`config.mk`:
```
export PLATFORM = sky130hd
export DESIGN_NAME = psum_acc_flat
export DESIGN_NICKNAME = d
export VERILOG_FILES = /design/src/rtl/psum_acc_if.sv /design/src/rtl/psum_acc.sv /design/src/flat_wrapper.sv
export SDC_FILE = /design/constraint.sdc
export NUM_CORES = 1
export LEC_CHECK = 0
export CORE_ASPECT_RATIO = 1.4
export CORE_MARGIN = 4
export CORE_UTILIZATION = 56
export DETAILED_ROUTE_END_ITERATION = 10
export GPL_TIMING_DRIVEN = 0
export PLACE_DENSITY = 0.75
export SYNTH_ARGS = -nofsm -noshare
export SYNTH_HDL_FRONTEND = slang
export SYNTH_SLANG_ARGS = --single-unit
```
`constraint.sdc`:
```
create_clock -name clk -period 8.1 [get_ports clk]
set_input_delay 2.025 -clock clk [delete_from_list [all_inputs] [get_ports clk]]
set_output_delay 2.025 -clock clk [all_outputs]
set_load 0.01 [all_outputs]
```
`src/rtl/psum_acc_if.sv`:
```
// rtl/psum_acc_if.sv - psum input stream and drained-sum output stream of psum_acc
interface psum_acc_if #(
    parameter int BIT_WIDTH = 9,
    parameter int ACC_WIDTH = 24
) ();
    logic [2*BIT_WIDTH-1:0] i_psum;
    logic                   i_psum_vld;
    logic [ACC_WIDTH-1:0]   o_data;
    logic                   o_vld;
    logic                   i_rdy;

    // environment side: produces psums, consumes drained sums
    modport master (
        output i_psum, i_psum_vld, i_rdy,
        input  o_data, o_vld
    );

    // collector side
    modport slave (
        input  i_psum, i_psum_vld, i_rdy,
        output o_data, o_vld
    );
endinterface

```
`src/rtl/psum_acc.sv`:
```
// rtl/psum_acc.sv - multi-pass partial-sum collector with valid/ready drain
module psum_acc #(
    parameter int BIT_WIDTH = 9,
    parameter int ACC_WIDTH = 24,
    parameter int DEPTH     = 64,
    parameter int PASS_W    = 8
) (
    input  logic                   clk,
    input  logic                   rst,
    input  logic                   i_start,
    input  logic [$clog2(DEPTH):0] i_num_pix,
    input  logic [PASS_W-1:0]      i_num_pass,
    output logic                   o_busy,
    output logic                   o_done,
    output logic                   o_err,
    psum_acc_if.slave              bus
);

    localparam int PIX_W  = $clog2(DEPTH) + 1;
    localparam int ADDR_W = (DEPTH > 1) ? $clog2(DEPTH) : 1;
    localparam logic [PIX_W-1:0] DEPTH_P = PIX_W'(DEPTH);

    typedef enum logic [1:0] {
        ST_IDLE  = 2'd0,
        ST_ACCUM = 2'd1,
        ST_DRAIN = 2'd2
    } state_e;

    state_e state_q, state_d;

    logic [PIX_W-1:0]     pix_cnt_q,  pix_cnt_d;
    logic [PASS_W-1:0]    pass_cnt_q, pass_cnt_d;
    logic [PIX_W-1:0]     num_pix_q,  num_pix_d;
    logic [PASS_W-1:0]    num_pass_q, num_pass_d;
    logic [ACC_WIDTH-1:0] data_q,     data_d;
    logic                 vld_q,      vld_d;
    logic                 done_q,     done_d;
    logic                 err_q,      err_d;

    // tile buffer; contents are don't-care until written in pass 0
    logic [ACC_WIDTH-1:0] mem_q [DEPTH];
    logic                 mem_we;
    logic [ADDR_W-1:0]    mem_waddr;
    logic [ACC_WIDTH-1:0] mem_wdata;
    logic [ACC_WIDTH-1:0] mem_rdata;

    logic                 cfg_ok;
    logic                 last_pix;
    logic                 last_pass;
    logic                 beat_xfer;
    logic                 beat_last;
    logic [ACC_WIDTH-1:0] psum_ext;

    // pix_cnt serves as write pointer in ACCUM and as read pointer in DRAIN
    assign mem_rdata = mem_q[pix_cnt_q[ADDR_W-1:0]];
    assign psum_ext  = ACC_WIDTH'($signed(bus.i_psum));

    assign cfg_ok    = (i_num_pix != '0) && (i_num_pix <= DEPTH_P) && (i_num_pass != '0);
    assign last_pix  = (pix_cnt_q == num_pix_q - 1'b1);
    assign last_pass = (pass_cnt_q == num_pass_q - 1'b1);
    assign beat_xfer = vld_q && bus.i_rdy;
    // pix_cnt already points past the last entry once the final beat is loaded
    assign beat_last = beat_xfer && (pix_cnt_q == num_pix_q);

    // state register
    always_ff @(posedge clk) begin
        if (!rst) begin
            state_q <= ST_IDLE;
        end else begin
            state_q <= state_d;
        end
    end

    // next-state decode
    always_comb begin
        state_d = state_q;
        case (state_q)
            ST_IDLE: begin
                if (i_start && cfg_ok) begin
                    state_d = ST_ACCUM;
                end
            end
            ST_ACCUM: begin
                if (bus.i_psum_vld && last_pix && last_pass) begin
                    state_d = ST_DRAIN;
                end
            end
            ST_DRAIN: begin
                if (beat_last) begin
                    state_d = ST_IDLE;
                end
            end
            default: state_d = ST_IDLE;
        endcase
    end

    // datapath and registered-output next values per state
    always_comb begin
        pix_cnt_d  = pix_cnt_q;
        pass_cnt_d = pass_cnt_q;
        num_pix_d  = num_pix_q;
        num_pass_d = num_pass_q;
        data_d     = data_q;
        vld_d      = vld_q;
        done_d     = 1'b0;
        err_d      = err_q;
        mem_we     = 1'b0;
        mem_waddr  = pix_cnt_q[ADDR_W-1:0];
        mem_wdata  = psum_ext;

        case (state_q)
            ST_IDLE: begin
                vld_d = 1'b0;
                if (i_start) begin
                    if (cfg_ok) begin
                        num_pix_d  = i_num_pix;
                        num_pass_d = i_num_pass;
                        pix_cnt_d  = '0;
                        pass_cnt_d = '0;
                        err_d      = 1'b0;
                    end else begin
                        err_d = 1'b1;
                    end
                end
                // a stray psum is reported even if a start arrives alongside it
                if (bus.i_psum_vld) begin
                    err_d = 1'b1;
                end
            end

            ST_ACCUM: begin
                if (bus.i_psum_vld) begin
                    mem_we = 1'b1;
                    // first pass overwrites, so no residue from an earlier tile
                    mem_wdata = (pass_cnt_q == '0) ? psum_ext : (mem_rdata + psum_ext);
                    if (last_pix) begin
                        pix_cnt_d  = '0;
                        pass_cnt_d = last_pass ? '0 : (pass_cnt_q + 1'b1);
                    end else begin
                        pix_cnt_d = pix_cnt_q + 1'b1;
                    end
                end
            end

            ST_DRAIN: begin
                if (bus.i_psum_vld) begin
                    err_d = 1'b1;
                end
                // refill the output register whenever it is empty or being consumed
                if (!vld_q || bus.i_rdy) begin
                    if (pix_cnt_q != num_pix_q) begin
                        data_d    = mem_rdata;
                        vld_d     = 1'b1;
                        pix_cnt_d = pix_cnt_q + 1'b1;
                    end else begin
                        vld_d = 1'b0;
                    end
                end
                if (beat_last) begin
                    done_d    = 1'b1;
                    pix_cnt_d = '0;
                end
            end

            default: begin
                vld_d = 1'b0;
            end
        endcase
    end

    // datapath and output registers
    always_ff @(posedge clk) begin
        if (!rst) begin
            pix_cnt_q  <= '0;
            pass_cnt_q <= '0;
            num_pix_q  <= '0;
            num_pass_q <= '0;
            data_q     <= '0;
            vld_q      <= 1'b0;
            done_q     <= 1'b0;
            err_q      <= 1'b0;
        end else begin
            pix_cnt_q  <= pix_cnt_d;
            pass_cnt_q <= pass_cnt_d;
            num_pix_q  <= num_pix_d;
            num_pass_q <= num_pass_d;
            data_q     <= data_d;
            vld_q      <= vld_d;
            done_q     <= done_d;
            err_q      <= err_d;
        end
    end

    // buffer write port; read-modify-write lands at the accepting edge
    always_ff @(posedge clk) begin
        if (mem_we) begin
            mem_q[mem_waddr] <= mem_wdata;
        end
    end

    assign bus.o_data = data_q;
    assign bus.o_vld  = vld_q;
    assign o_busy     = (state_q != ST_IDLE);
    assign o_done     = done_q;
    assign o_err      = err_q;

endmodule

```
`src/flat_wrapper.sv`:
```
// flat-port wrapper written by rule: the top's interface ports become plain ports
module psum_acc_flat 
#(
    parameter int BIT_WIDTH = 9,
    parameter int ACC_WIDTH = 24,
    parameter int DEPTH     = 64,
    parameter int PASS_W    = 8
)
  (clk, rst, i_start, i_num_pix, i_num_pass, o_busy, o_done, o_err, bus_i_psum, bus_i_psum_vld, bus_i_rdy, bus_o_data, bus_o_vld);
  psum_acc_if #(.BIT_WIDTH(BIT_WIDTH), .ACC_WIDTH(ACC_WIDTH)) bus_i ();
  input  logic clk;
  input  logic rst;
  input  logic i_start;
  input  logic [$clog2(DEPTH):0] i_num_pix;
  input  logic [PASS_W-1:0] i_num_pass;
  output logic o_busy;
  output logic o_done;
  output logic o_err;
  input wire logic [$bits(bus_i.i_psum)-1:0] bus_i_psum;
  input wire logic [$bits(bus_i.i_psum_vld)-1:0] bus_i_psum_vld;
  input wire logic [$bits(bus_i.i_rdy)-1:0] bus_i_rdy;
  output wire logic [$bits(bus_i.o_data)-1:0] bus_o_data;
  output wire logic [$bits(bus_i.o_vld)-1:0] bus_o_vld;
  assign bus_i.i_psum = bus_i_psum;
  assign bus_i.i_psum_vld = bus_i_psum_vld;
  assign bus_i.i_rdy = bus_i_rdy;
  assign bus_o_data = bus_i.o_data;
  assign bus_o_vld = bus_i.o_vld;
  psum_acc #(.BIT_WIDTH(BIT_WIDTH), .ACC_WIDTH(ACC_WIDTH), .DEPTH(DEPTH), .PASS_W(PASS_W)) u_core (.clk(clk), .rst(rst), .i_start(i_start), .i_num_pix(i_num_pix), .i_num_pass(i_num_pass), .o_busy(o_busy), .o_done(o_done), .o_err(o_err), .bus(bus_i));
endmodule
```
==> run summary <==
Setup violations remaining at the end of the flow were counted as 0. The run finished with clean final reports. The detail route stage leaves a number of antenna-violating nets equal to 0. The core region is 0.112 mm^2.

When the netlist entered floorplanning its net count stood at 2883. Between clock sinks in the finished design, the worst skew comes to 29.1 ps. Power spread over the standard cell area amounts to 242 mW/mm^2. The global routing stage identified its most utilized layer as met2. In this run the worst path has a maximum fanout of 24. Dividing the detail-routed wire length by the instance count gives 36.8 um. At the pin with the least slew margin, the transition time is 1430 ps.

The floorplan has 145 rows. The placed instance area was 0.0675 mm^2; the fraction of met2 tracks used by global routing was 0.492. The number of enable flip-flop cells after synthesis is 1536, and the first-pass iteration count of the detailed router is 7. STA classifies the critical path endpoint as a register. The capture endpoint of the worst hold path was u_core.bus.o_data[20].

The setup check on the worst reg-to-reg path leaves a slack of 200 ps. STA puts the critical path data required time at 8690 ps. The tool flagged a number of max-cap violations equal to 0. Aggregate negative setup slack: 0 ps.

The weighted congestion reported at the end of routability-driven placement is 0.941, and the sequential fraction of the synthesis area is 0.754. The destination of the worst register-to-register timing path was u_core.mem_q[45][15]. The library cell used most frequently in the layout, excluding fill and tap cells, is edfxtp_1.

The clock period could shrink to 7900 ps. The met3 routing resource usage after global routing is 0.0705. Among all flip-flop cells after synthesis, the most frequent one is edfxtp_1. 66 I/O pins were placed. The worst hold path belongs to the class register to register. The logs give 33000 for the via count of the first global-routing pass and 0 for the remaining global-route overflow. Worst hold margin: 505 ps. The max-slew headroom at the worst pin was 0.0488; the wire length of the first global-routing pass was 244000 um. Port buffering added 65 buffers. The layout cell share with drive strength beyond 1 is 0.283. At the later pin of the worst-skew pair, clock insertion delay measures 770 ps. The number of cells on the worst reg-to-reg path is 17. For the met1 track demand over resource, the log shows 0.353. The tools report the number of antenna violations at the first check in global routing as 12. The run gives 6849 as the number of inserted filler cells in the final layout.

After synthesis the netlist holds a flip-flop and latch count of 1601. The die span in y was 405 um; the synthesized area divided by synthesized cell count was 22.4 um^2. The worst setup path category was register to register.

The worst hold path passes through 2 cells. The launch point of the worst hold path was u_core.bus.o_data[20]. The mapped netlist covers 0.0629 mm^2. Hold repair after CTS inserted 0 buffers. TritonCTS built the clock tree. Leaving out fill and tap cells, the most frequent cells in the layout are edfxtp_1, mux4_2, clkbuf_16. The die is 291 um wide. Synthesis-to-layout area growth: 14.5%. Setup repair after global routing left no endpoint under its margin.

Overall power consumption after layout is estimated at 17.4 mW. The final route contains 31900 vias. The final core utilization was 0.645; the sum of net half-perimeters after detailed placement was 107000 um.

Derived from the worst setup path, the maximum achievable clock frequency is 127 MHz. The logs give 0 for the final-report max-slew violation count and 8490 ps for the endpoint arrival time on the critical path. The analysis attributes to cell leakage a power of 21.9 nW. For this block, the routed nets add up to 172000 um of wire.

The first routing iteration left 4251 violations. The clock passes through at most 3 buffers. The aggregate global-route resource usage came out at 0.296. The final count of hold timing violations was 0. The fraction of the cycle the final worst path needs is 0.975, and the number of warnings issued by yosys is 0. Synthesis instantiated 62 different standard cells from the library. For this design, the sink count on the clock tree is 1601. The die outline area is 0.118 mm^2, and the pin count of the biggest net entering global routing is 65. Summing all non-filler instances in the final layout gives an area of 0.0720 mm^2.

After clock tree synthesis, the clock-pin slew on the worst setup and hold paths is 70 ps. For the number of H-tree branching levels, the log shows 4. The starting utilization of the core area is 0.564. The nature of the critical path startpoint was a register.

The logs give 138 for the total clock buffers created by CTS and 0 for the buffer count from post-CTS setup fixing. The number of vias per cell after detailed routing came out at 6.84. The number of remaining DRC errors came out at 0. The cell sitting at the root of the clock tree is a clkbuf_16.

Synthesis produced 2812 cells. Worst IR drop on VDD: 0.141 mV. The share of flip-flops with an asynchronous set or reset after synthesis was 0; the number of nets at the end of the flow was 3161.
-- worst max-delay path, cell delays in order, from the launching register on --
cell             delay, ps
dfxtp_1                320
buf_2                  200
clkbuf_1               950
clkdlybuf4s15_1        880
mux4_2                 610
mux4_2                 620
mux4_2                 570
ha_1                   380
o211ai_1               110
o21ai_0                470
o311a_1                370
o211ai_1               170
a21boi_0               540
o21ai_0                180
nor3b_1                200
o31ai_4                660
buf_8                  250
buf_8                  200
-- per-layer routing --
layer | routed length [um] | part of all wire | up-vias
met2 | 86600 | 0.50 | 2165
met1 | 55300 | 0.32 | 16800
li1 | - | - | 12500
met5 | 66 | 0.00038 | -
met3 | 16800 | 0.098 | 520
met4 | 13000 | 0.076 | 10
-- report_power, final --
part / switching (mW) / total, mW / internal, mW
sequential: 0.0343 / 9.28 / 9.24
combinational: 0.975 / 1.59 / 0.610
clock: 2.92 / 6.58 / 3.66
total: 3.93 / 17.4 / 13.5
-- flip-flops by register name, indices dropped and copies added, names as in the netlist, named ones only --
register / flops
u_core.o_err: 1
u_core.bus.o_data: 24
u_core.num_pass_q: 8
u_core.state_q: 2
u_core.pix_cnt_q: 7
u_core.num_pix_q: 7
u_core.mem_q: 1536
u_core.o_done: 1
u_core.pass_cnt_q: 8
u_core.bus.o_vld: 1
-- logic make-up (layout without fill, tap and decap cells) --
logic type | after synthesis | after routing | synth area share
DFF | 1601 | 1601 | 0.754
muxes | 551 | 551 | 0.187
and+or+nand+nor | 291 | 291 | 0.0221
buffers and inverters | 166 | 547 | 0.0105
AOI/OAI and AO/OA | 134 | 134 | 0.0143
xor gates and xnor gates | 36 | 36 | 0.00501
adders and majority gates | 33 | 33 | 0.00669
other | 0 | 5 | 0
-- Yosys cell counts (all sizes together) (4+ instances only) --
library cell	n	area (um^2)
nor2b	4	25.0
inv	20	75.1
ha	32	400
a21boi	5	37.5
nand3	22	110
nand2	43	161
nor2	131	494
nand3b	8	60.1
mux4	500	11300
buf	60	263
a2111oi	4	53.8
o31ai	10	75.1
edfxtp	1536	46100
a211oi	6	45.0
nor3	19	95.1
o21a	4	30.0
clkbuf	86	323
or4	5	41.3
nor3b	8	60.1
a21o	9	67.6
o21ai	40	204
and3	12	75.1
nand2b	6	37.5
mux2i	49	490
a21oi	26	130
or2	7	43.8
nand4	4	25.0
nor4b	5	43.8
o211ai	6	45.0
xnor2	14	123
dfxtp	65	1300
xor2	22	193
nor4	7	43.8
-- final cells by class --
class                      instances  area, um^2  share of cell area
tap                             1470        1840              0.0255
multi-input combinational       1045       15500               0.216
antenna                            5        12.5            0.000174
inverter                          20        75.1             0.00104
clock inverter                    76         727              0.0101
clock buffer                     167        3710              0.0515
timing repair buffer             138        2100              0.0291
sequential                      1601       47400               0.659
buffer                           146         596             0.00827
-- worst max path at each step --
| stage | slack (ps) | to | from | cells after the start |
|---|---|---|---|---|
| CTS | 190 | u_core.mem_q[59][23] | register | 15 |
| finish | 200 | u_core.mem_q[45][15] | register | 17 |
| global placement | -5060 | u_core.mem_q[42][14] | register | 15 |
| floorplan | 270 | u_core.mem_q[0][21] | register | 15 |
| global route | 30 | u_core.mem_q[39][15] | register | 17 |
| detailed placement | 300 | u_core.mem_q[42][23] | register | 15 |
-- through the flow --
stage / setup slack [ps] / std cells
CTS: 185 / 4662
global route: 27.0 / 4665
detailed placement: 302 / 4419
floorplan: 271 / 2812
finish: 200 / 4668
global placement: -5060 / 4347
-- timing repair --
action                                 in CTS  in global routing
endpoints found under the hold margin       0                  0
resized for setup                           0                  6
setup endpoints to repair                   0                136
(Power assumes the default switching activity.)
